## src/rtl/window_3_3_gen.sv

```systemverilog
// 3x3 sliding-window generator: raster pixels in, one packed 3x3 window out per interior position.
// Optional WIN_LAST end-of-frame window marker is enabled by defining WINDOW_3_3_GEN_WIN_LAST_EN.
module window_3_3_gen #(
  parameter int DATA_WIDTH = 8,
  parameter int IMG_WIDTH  = 28,
  parameter int IMG_HEIGHT = 28
) (
  input  logic                      CLK,
  input  logic                      RST,
  input  logic                      PIX_VALID,
  input  logic [DATA_WIDTH-1:0]     PIX_DATA,
  output logic                      PIX_READY,
  output logic                      WIN_VALID,
  input  logic                      WIN_READY,
  output logic [DATA_WIDTH*9-1:0]   Feature_out,
  output logic                      FRAME_DONE
`ifdef WINDOW_3_3_GEN_WIN_LAST_EN
  ,
  output logic                      WIN_LAST
`endif
);

  localparam int CW = $clog2(IMG_WIDTH);
  localparam int RW = $clog2(IMG_HEIGHT);
  localparam logic [CW-1:0] COL_LAST = CW'(IMG_WIDTH - 1);
  localparam logic [RW-1:0] ROW_LAST = RW'(IMG_HEIGHT - 1);

  logic [CW-1:0]              col_q, col_d;
  logic [RW-1:0]              row_q, row_d;
  logic [DATA_WIDTH-1:0]      lb0_q [IMG_WIDTH];
  logic [DATA_WIDTH-1:0]      lb1_q [IMG_WIDTH];
  logic [DATA_WIDTH-1:0]      win_q [3][2];
  logic [DATA_WIDTH-1:0]      win_d [3][2];
  logic [DATA_WIDTH-1:0]      new_col [3];
  logic [DATA_WIDTH*9-1:0]    window;
  logic [DATA_WIDTH*9-1:0]    feature_q, feature_d;
  logic                       win_valid_q, win_valid_d;
  logic                       frame_done_q, frame_done_d;
  logic                       accept, emit, last_pix;

  // Handshakes: a beat moves when valid && ready in the same cycle; valid and
  // its data hold until taken, and ready never depends on the matching valid.
  assign PIX_READY   = !win_valid_q || WIN_READY;
  assign accept      = PIX_VALID && PIX_READY;
  assign last_pix    = (row_q == ROW_LAST) && (col_q == COL_LAST);
  assign emit        = accept && (row_q >= RW'(2)) && (col_q >= CW'(2));
  assign WIN_VALID   = win_valid_q;
  assign Feature_out = feature_q;
  assign FRAME_DONE  = frame_done_q;

  always_comb begin
    new_col[0] = lb1_q[col_q];
    new_col[1] = lb0_q[col_q];
    new_col[2] = PIX_DATA;
    window     = '0;
    // Row 0 is the oldest line; column 2 is the pixel column arriving now.
    for (int r = 0; r < 3; r++) begin
      window[DATA_WIDTH*(r*3+0) +: DATA_WIDTH] = win_q[r][0];
      window[DATA_WIDTH*(r*3+1) +: DATA_WIDTH] = win_q[r][1];
      window[DATA_WIDTH*(r*3+2) +: DATA_WIDTH] = new_col[r];
    end
  end

  always_comb begin
    col_d        = col_q;
    row_d        = row_q;
    win_d        = win_q;
    feature_d    = feature_q;
    win_valid_d  = win_valid_q;
    frame_done_d = accept && last_pix;
    if (accept) begin
      for (int r = 0; r < 3; r++) begin
        win_d[r][0] = win_q[r][1];
        win_d[r][1] = new_col[r];
      end
      if (col_q == COL_LAST) begin
        col_d = '0;
        row_d = (row_q == ROW_LAST) ? '0 : row_q + RW'(1);
      end else begin
        col_d = col_q + CW'(1);
      end
    end
    if (emit) begin
      win_valid_d = 1'b1;
      feature_d   = window;
    end else if (WIN_READY) begin
      win_valid_d = 1'b0;
    end
  end

  always_ff @(posedge CLK) begin
    if (RST) begin
      col_q        <= '0;
      row_q        <= '0;
      win_q        <= '{default: '0};
      feature_q    <= '0;
      win_valid_q  <= 1'b0;
      frame_done_q <= 1'b0;
    end else begin
      col_q        <= col_d;
      row_q        <= row_d;
      win_q        <= win_d;
      feature_q    <= feature_d;
      win_valid_q  <= win_valid_d;
      frame_done_q <= frame_done_d;
    end
  end

  // Line contents are never reset: the row counter decides when they are meaningful.
  always_ff @(posedge CLK) begin
    if (accept) begin
      lb1_q[col_q] <= lb0_q[col_q];
      lb0_q[col_q] <= PIX_DATA;
    end
  end

`ifdef WINDOW_3_3_GEN_WIN_LAST_EN
  logic win_last_q, win_last_d;

  always_comb begin
    win_last_d = win_last_q;
    if (emit) begin
      win_last_d = last_pix;
    end else if (WIN_READY) begin
      win_last_d = 1'b0;
    end
  end

  always_ff @(posedge CLK) begin
    if (RST) begin
      win_last_q <= 1'b0;
    end else begin
      win_last_q <= win_last_d;
    end
  end

  assign WIN_LAST = win_last_q;
`endif

endmodule

```

## config.mk

```make
export PLATFORM = sky130hd
export DESIGN_NAME = window_3_3_gen
export DESIGN_NICKNAME = d
export VERILOG_FILES = /design/src/rtl/window_3_3_gen.sv
export SDC_FILE = /design/constraint.sdc
export NUM_CORES = 1
export LEC_CHECK = 0
export BUFFER_PORTS_ARGS = -buffer_cell sky130_fd_sc_hd__buf_2
export CORE_MARGIN = 10
export CORE_UTILIZATION = 35
export CTS_CLUSTER_SIZE = 16
export DETAILED_ROUTE_END_ITERATION = 10
export GPL_TIMING_DRIVEN = 0
export PLACE_DENSITY = 0.53
export SYNTH_ARGS = -nofsm -noshare
export SYNTH_HDL_FRONTEND = slang
export SYNTH_SLANG_ARGS = --single-unit
```

## constraint.sdc

```tcl
create_clock -name CLK -period 4.1 [get_ports CLK]
set_clock_uncertainty 0.05 [all_clocks]
set_input_delay 0.615 -clock CLK [delete_from_list [all_inputs] [get_ports CLK]]
set_output_delay 0.615 -clock CLK [all_outputs]
set_load 0.03 [all_outputs]
```

# [After elaboration in Yosys (flattened, before gate mapping)]
# Memory sizes are Yosys's and may differ from the RTL's. A register that Yosys moved wholly into a read port is not among the register bits.
# Cells that the tools add are included.
[totals] register_bits=132 ramBits=448 in_bits=12 output_inout_bits=75 n_memories=2
[memory_table] memory="lb0_q" depth=28 width=8 read_ports=1 rd_ports_with_merged_regs=1 write_ports=1 line_no="30" source="logic [DATA_WIDTH-1:0] lb0_q [IMG_WIDTH];"
[memory_table] memory="lb1_q" depth=28 width=8 read_ports=1 rd_ports_with_merged_regs=1 write_ports=1 line_no="31" source="logic [DATA_WIDTH-1:0] lb1_q [IMG_WIDTH];"
[op_classes] add_sub_neg=2 n_lt_le_gt_ge=2 eq_ne=2 n_mux=10 n_reduce_logical=9
[op_table] op="$mux W5" n=6
[op_table] op="$add A5 B1 Y5 const B" n=2
[op_table] op="$eq A5 B5 Y1 const B" n=2
[op_table] op="$ge A5 B2 Y1 const B" n=2
[op_table] op="$logic_and A1 B1 Y1" n=5
[op_table] op="$mux W1" n=4
[op_table] op="$reduce_and A2 Y1" n=1
[op_table] op="$reduce_bool A2 Y1" n=1
[op_table] op="$logic_not A1 Y1" n=1
[op_table] op="$logic_or A1 B1 Y1" n=1

# [Logic depth before layout (Yosys ltp)]
# Gate-level depths: netlist (run 1).
[logic_depth] ltp_word=6 depth_mapped=9

# [Worst setup path before layout (run 1)]
# No wires, ideal clock.
[synth_timing] kind="in2reg" start="in WIN_READY" end="mem lb0_q[12][0] (enable)" t_arrival_ps=2313 required_time_ps=3662 slack_ps=1349 path_stages=5 n_path_buf=1 cell_sequence="nor2b_1 nor2_1 clkbuf_1 nand2_1 nor2_1"
[synth_between] elab_chain_cells=4
[synth_rtl] element="start, declared" line_no="14" source="input logic WIN_READY,"
[synth_rtl] element="$logic_or A1 B1 Y1" line_no="43" source="assign PIX_READY = !win_valid_q || WIN_READY;"
[synth_rtl] element="$logic_and A1 B1 Y1" line_no="44" source="assign accept = PIX_VALID && PIX_READY;"
[synth_rtl] element="$mux W1" line_no="111" source="if (accept) begin"
[synth_rtl] element="$mux W1 (implied by the code)" line_no="113" source="lb0_q[col_q] <= PIX_DATA;"
[synth_rtl] element="end, declared" line_no="30"
# No other way between the ends.

==> results.toml, run 1 <==
[run_status]
status = "completed"

[detailed_routing]
initialDrtViolationCount = 1150
wirelength_um = 59800
vias = 13056
vias_per_cell = 5.08
avgRoutedWirePerCell_um = 23.3
drc_errors = 0
drt-pass1-iter-count = 6
antenna_left = 0

[power_and_ir_drop]
p_leak_nw = 8.64
finalPower_mw = 12.9
max-vdd-ir-drop_mv = 0.365
p_per_area_mw_per_mm2 = 487

[global_route]
gr-total-overflow = 0
grt.total_usage_pct = 15.8
grt_pass1_vias = 13199
antenna_found_initial = 3
grt_pass1_wl_um = 88600
grt_max_degree = 31

[place]
place.detailed.hpwl_um = 41000
place_ws_ps = 391
placed_cells = 2458
portBuffers = 85
routabilityCongestion = 0.818
postPlaceCellArea_mm2 = 0.0245

[clock_tree]
cts_made_buffers = 59
path_clk_slew_ps = 60
cts_buffer_depth = 3
cts_resized = 0
hold_buffers = 0
clkLatencyLatePin_ps = 620
cts_tree = "built"
clock_sinks = 585
cts-root-buf = "clkbuf_16"
postCtsSetupBuffers = 0
h-tree-depth = 2

[logic_synthesis]
synth.top_cell.area_share_pct = 59.7
synth_area_leaders = "edfxtp_1 (60%), dfxtp_1 (12%), mux2i_1 (7.8%)"
synth_cell_types = 54
synth_common_cells = "edfxtp_1 (448), nand2_1 (208), mux2i_1 (175)"
netlist_instances = 1502
synth-edff-count = 448
synth-seq-area-share_pct = 71.9
synth.most_common_cell = "edfxtp_1"
syn_avg_cell_area_um2 = 15.0
synth.net_count = 1520
ys_ff_latch = 585
synth.cell_area_mm2 = 0.0225
ys_warn_count = 0
async_flop_share_pct = 0
synth_top_area_cell = "edfxtp_1"
synthFlopType = "edfxtp_1"

[sta]
relSlewSlack_pct = 28.5
setup_slack_ps = 486
post-route-period-util_pct = 88.1
period_needed_ps = 3610
holdWs_ps = 399
finalSetupViolCount = 0
clock.fmax_mhz = 277
setup_tns_ps = 0
hold_viol = 0
grt_setup_unrepaired = "no"
slew_viol_final = 0
worst_slew_pin_slew_ps = 1070

[floorplanning]
die_area_mm2 = 0.0749
fp.dieH_um = 274
initial_core_util_pct = 35.5
rows = 92
io_pins = 87
core_mm2 = 0.0634
die_w_um = 274

[worst_setup_path]
worstPathArrival_ps = 3730
crit_path_max_fanout = 28
worst_setup_path_start_kind = "flop"
cp-end-kind = "flop"
path_buf_inv = 3
cp_slowest_stage_delay_ps = 560
worstSetupPathType = "flop to flop"
cp_cell_sequence = "buf_2 -> nor2b_1 -> clkbuf_1 -> a22oi_1 -> nand3_1 -> and4_1 -> inv_1"
cp_top_family = "buffers and inverters"
slowest_stage = "clkbuf_1"
crit_required_ps = 4210

[finish]
final_area_mm2 = 0.0265
fillCellCount = 5750
final_cells = 2570
drive_above_1_share_pct = 21.1
nets = 1691
area_growth_pct = 17.8
final_core_util_pct = 41.8

[flow_run]
cap_violations = 0

[worst_hold_path]
worst_hold_path_type = "input pin to flop"
layer usage:
metal / wire length (µm) / share of wire [%] / track usage (%) / vias to the layer above
li1: - / - / - / 5998
met5: 0 / 0 / 0 / -
met2: 27800 / 47 / 25.2 / 359
met3: 3830 / 6.4 / 3.08 / 83
met4: 1310 / 2.2 / 4.29 / 0
met1: 26800 / 45 / 21.6 / 6616
tightest hold or removal path, cell delays in order:
cell,delay (ps)
buf_2,80
nor2b_1,90
inv_1,150
a21oi_1,90
logic make-up (layout without fill, tap and decap cells):
logic type | after synthesis | after routing | share of synthesized area [%]
multiplexers | 203 | 203 | 10.6
flip-flops | 585 | 585 | 71.9
other | 0 | 1 | 0
XOR/XNOR | 2 | 2 | 0.0778
adder cells (fa/ha/maj) | 6 | 6 | 0.333
buffers and inverters | 104 | 325 | 2.66
AO/OA/AOI/OAI | 229 | 229 | 7.05
AND/OR/NAND/NOR | 373 | 373 | 7.40
sequential cells by signal (all words and copies together), names as in the netlist, named ones only:
register     count
WIN_VALID        1
col_q            5
lb0_q          224
Feature_out     72
row_q            5
win_q           48
FRAME_DONE       1
lb1_q          224
area by class of cell:
| class | instances | area (µm²) | share of cell area, % |
|---|---|---|---|
| Sequential cell | 585 | 16200 | 61.1 |
| Multi-Input combinational cell | 813 | 5800 | 21.9 |
| Clock buffer | 88 | 1730 | 6.52 |
| Tap cell | 846 | 1060 | 3.99 |
| Timing Repair Buffer | 110 | 888 | 3.35 |
| Buffer | 92 | 556 | 2.09 |
| Clock inverter | 23 | 249 | 0.939 |
| Inverter | 12 | 45.0 | 0.170 |
| Antenna cell | 1 | 2.50 | 0.00943 |
power breakdown:
| group | internal, mW | switching (mW) |
|---|---|---|
| Sequential | 6.54 | 0.0385 |
| Combinational | 0.261 | 0.595 |
| Clock | 3.23 | 2.25 |
layout by cell type (no fill, tap or decap), types with 10 or more instances in the layout:
cell type,count
a211oi_1,21
a21oi_1,94
a21oi_2,29
a22o_1,15
a22oi_1,36
and4_1,10
buf_2,102
buf_4,14
buf_8,21
clkbuf_1,61
clkbuf_16,62
dfxtp_1,137
edfxtp_1,448
inv_1,12
mux2i_1,175
mux4_2,28
nand2_1,208
nand2_2,29
nand3_1,34
nor2_1,34
nor2_2,27
worst paths after layout:
| path | depth (start not counted) | endpoint | slack [ps] | startpoint |
|---|---|---|---|---|
| setup reg to reg | 7 | lb1_q[23][5]$_DFFE_PP_ | 490 | flop |
| hold / removal | 4 | WIN_VALID$_SDFFE_PP0P_ | 400 | WIN_READY |
| setup / recovery | 7 | lb1_q[23][5]$_DFFE_PP_ | 490 | flop |
| hold reg to reg | 2 | Feature_out[5]$_SDFFE_PP0P_ | 400 | Feature_out[5]$_SDFFE_PP0P_ |
(Power assumes the default switching activity.)
==> run 2, diff against run 1 <==
- clock period: 4.1 -> 3.7 ns (I/O delays scaled with it)
==> results.toml, run 2 (synthesized netlist as in run 1, its figures left out) <==
[worst_hold_path]
min_from = "WIN_READY"
min_path_cells = 4
worst_hold_path_type = "input pin to flop"
worstHoldEndpoint = "WIN_VALID$_SDFFE_PP0P_"

[detailed_routing]
vias = 13067
drt-pass1-iter-count = 5
initialDrtViolationCount = 1110
vias_per_cell = 5.08
avgRoutedWirePerCell_um = 23.3
wirelength_um = 60000
antenna_left = 0
drc_errors = 0

[finish]
nets = 1692
fillCellCount = 5748
drive_above_1_share_pct = 21.2
final_cells = 2571
final_cell_mix = "edfxtp_1 (448), nand2_1 (208), mux2i_1 (175), dfxtp_1 (137), buf_2 (102)"
final_common_cell = "edfxtp_1"
area_growth_pct = 17.8

[global_route]
met1_usage_pct = 21.6
grt_pass1_vias = 13199
gr-usage-met3_pct = 3.08
antenna_found_initial = 3
grt_max_degree = 31
grt-busiest-layer = "met2"
grt_use_met2_pct = 25.2
gr-total-overflow = 0
grt.total_usage_pct = 15.8
grt_pass1_wl_um = 88600

[floorplanning]
core_mm2 = 0.0634
die_w_um = 274
rows = 92
initial_core_util_pct = 35.5
die_area_mm2 = 0.0749
fp.dieH_um = 274
io_pins = 87

[flow_run]
cap_violations = 0

[sta]
relSlewSlack_pct = 32.8
clock.fmax_mhz = 284
post-route-period-util_pct = 95.0
worst_slew_pin_slew_ps = 1010
finalSetupViolCount = 0
hold_viol = 0
grt_setup_unrepaired = "no"
slew_viol_final = 0
period_needed_ps = 3520
setup_tns_ps = 0

[clock_tree]
h-tree-depth = 2
cts-root-buf = "clkbuf_16"
cts_made_buffers = 59
clkLatencyLatePin_ps = 620
hold_buffers = 0
cts_tree = "built"
path_clk_slew_ps = 60
cts_buffer_depth = 3
clock_sinks = 585

[place]
portBuffers = 85
place.detailed.hpwl_um = 41000
routabilityCongestion = 0.818
placed_cells = 2458

[worst_setup_path]
crit_path_max_fanout = 14
crit_required_ps = 3870
reg2reg_depth = 7
worstSetupPathType = "flop to flop"
cp-end-kind = "flop"
reg2reg_slack_ps = 180
worstPathArrival_ps = 3690
r2r_end = "lb1_q[18][5]$_DFFE_PP_"
worst_setup_path_start_kind = "flop"

[power_and_ir_drop]
p_leak_nw = 8.63
p_per_area_mw_per_mm2 = 539
max-vdd-ir-drop_mv = 0.403

[run_status]
status = "completed"
[run 2: critical path, stage by stage (launching register included)]
cell,delay (ps)
dfxtp_1,410
buf_2,320
nor2b_1,440
clkbuf_2,380
a22oi_1,160
nand3_1,300
and4_1,540
clkinvlp_4,510
[run 2: layer usage]
| metal | vias up | routed length [µm] |
|---|---|---|
| met3 | 87 | 3580 |
| met1 | 6627 | 27000 |
| met2 | 352 | 28000 |
| li1 | 6001 | - |
| met4 | 0 | 1320 |
| met5 | - | 0 |
[run 2: power breakdown]
group          internal, mW  total (mW)  switching, mW
logic                 0.291       0.960          0.669
clock network          3.57        6.06           2.49
registers              7.24        7.28         0.0429
total                  11.1        14.3           3.20
[run 2: worst max-delay path by stage]
stage | start | end | slack [ps] | cells past startpoint
2_1_floorplan | WIN_READY | lb0_q[12][0]$_DFFE_PP_ | 1010 | 5
3_3_place_gp | PIX_VALID | lb1_q[4][3]$_DFFE_PP_ | -690 | 6
3_5_place_dp | flop | lb1_q[14][5]$_DFFE_PP_ | -2 | 7
4_1_cts | flop | lb1_q[22][5]$_DFFE_PP_ | 0.3 | 7
5_1_grt | WIN_VALID$_SDFFE_PP0P_ | lb0_q[10][4]$_DFFE_PP_ | 30 | 5
6_report | flop | lb1_q[18][5]$_DFFE_PP_ | 180 | 7
[run 2: area by class of cell]
| cell class | count | area [µm²] | area share (%) |
|---|---|---|---|
| multi-input cells | 813 | 5800 | 21.9 |
| repair buffers | 110 | 888 | 3.35 |
| flip-flops and latches | 585 | 16200 | 61.0 |
| well taps | 846 | 1060 | 3.99 |
| clock inverters | 23 | 249 | 0.938 |
| repair inverters | 1 | 7.51 | 0.0283 |
| clock buffers | 88 | 1730 | 6.52 |
| inverters | 12 | 48.8 | 0.184 |
| diodes | 1 | 2.50 | 0.00943 |
| plain buffers | 92 | 557 | 2.10 |
[run 2: through the flow]
step | cell area [µm²] | hold WS, ps | utilization, % | setup slack [ps] | power [mW]
after floorplan | 22500 | 382 | - | 1010 | 7.97
after global placement | 24000 | 395 | 37.9 | -693 | 8.34
after detailed placement | 24500 | 395 | 38.7 | -2.37 | 8.38
after CTS | 26500 | 286 | 41.8 | 0.330 | 14.4
after global routing | 26500 | 332 | 41.8 | 34.1 | 14.8
final | 26500 | 340 | 41.8 | 184 | 14.3
[run 2: repair_timing]
item                                    in CTS  in global routing
setup buffers                                0                  0
endpoints found under the setup margin       0                 28
gates resized for setup                      0                  4
endpoints found under the hold margin        0                  0
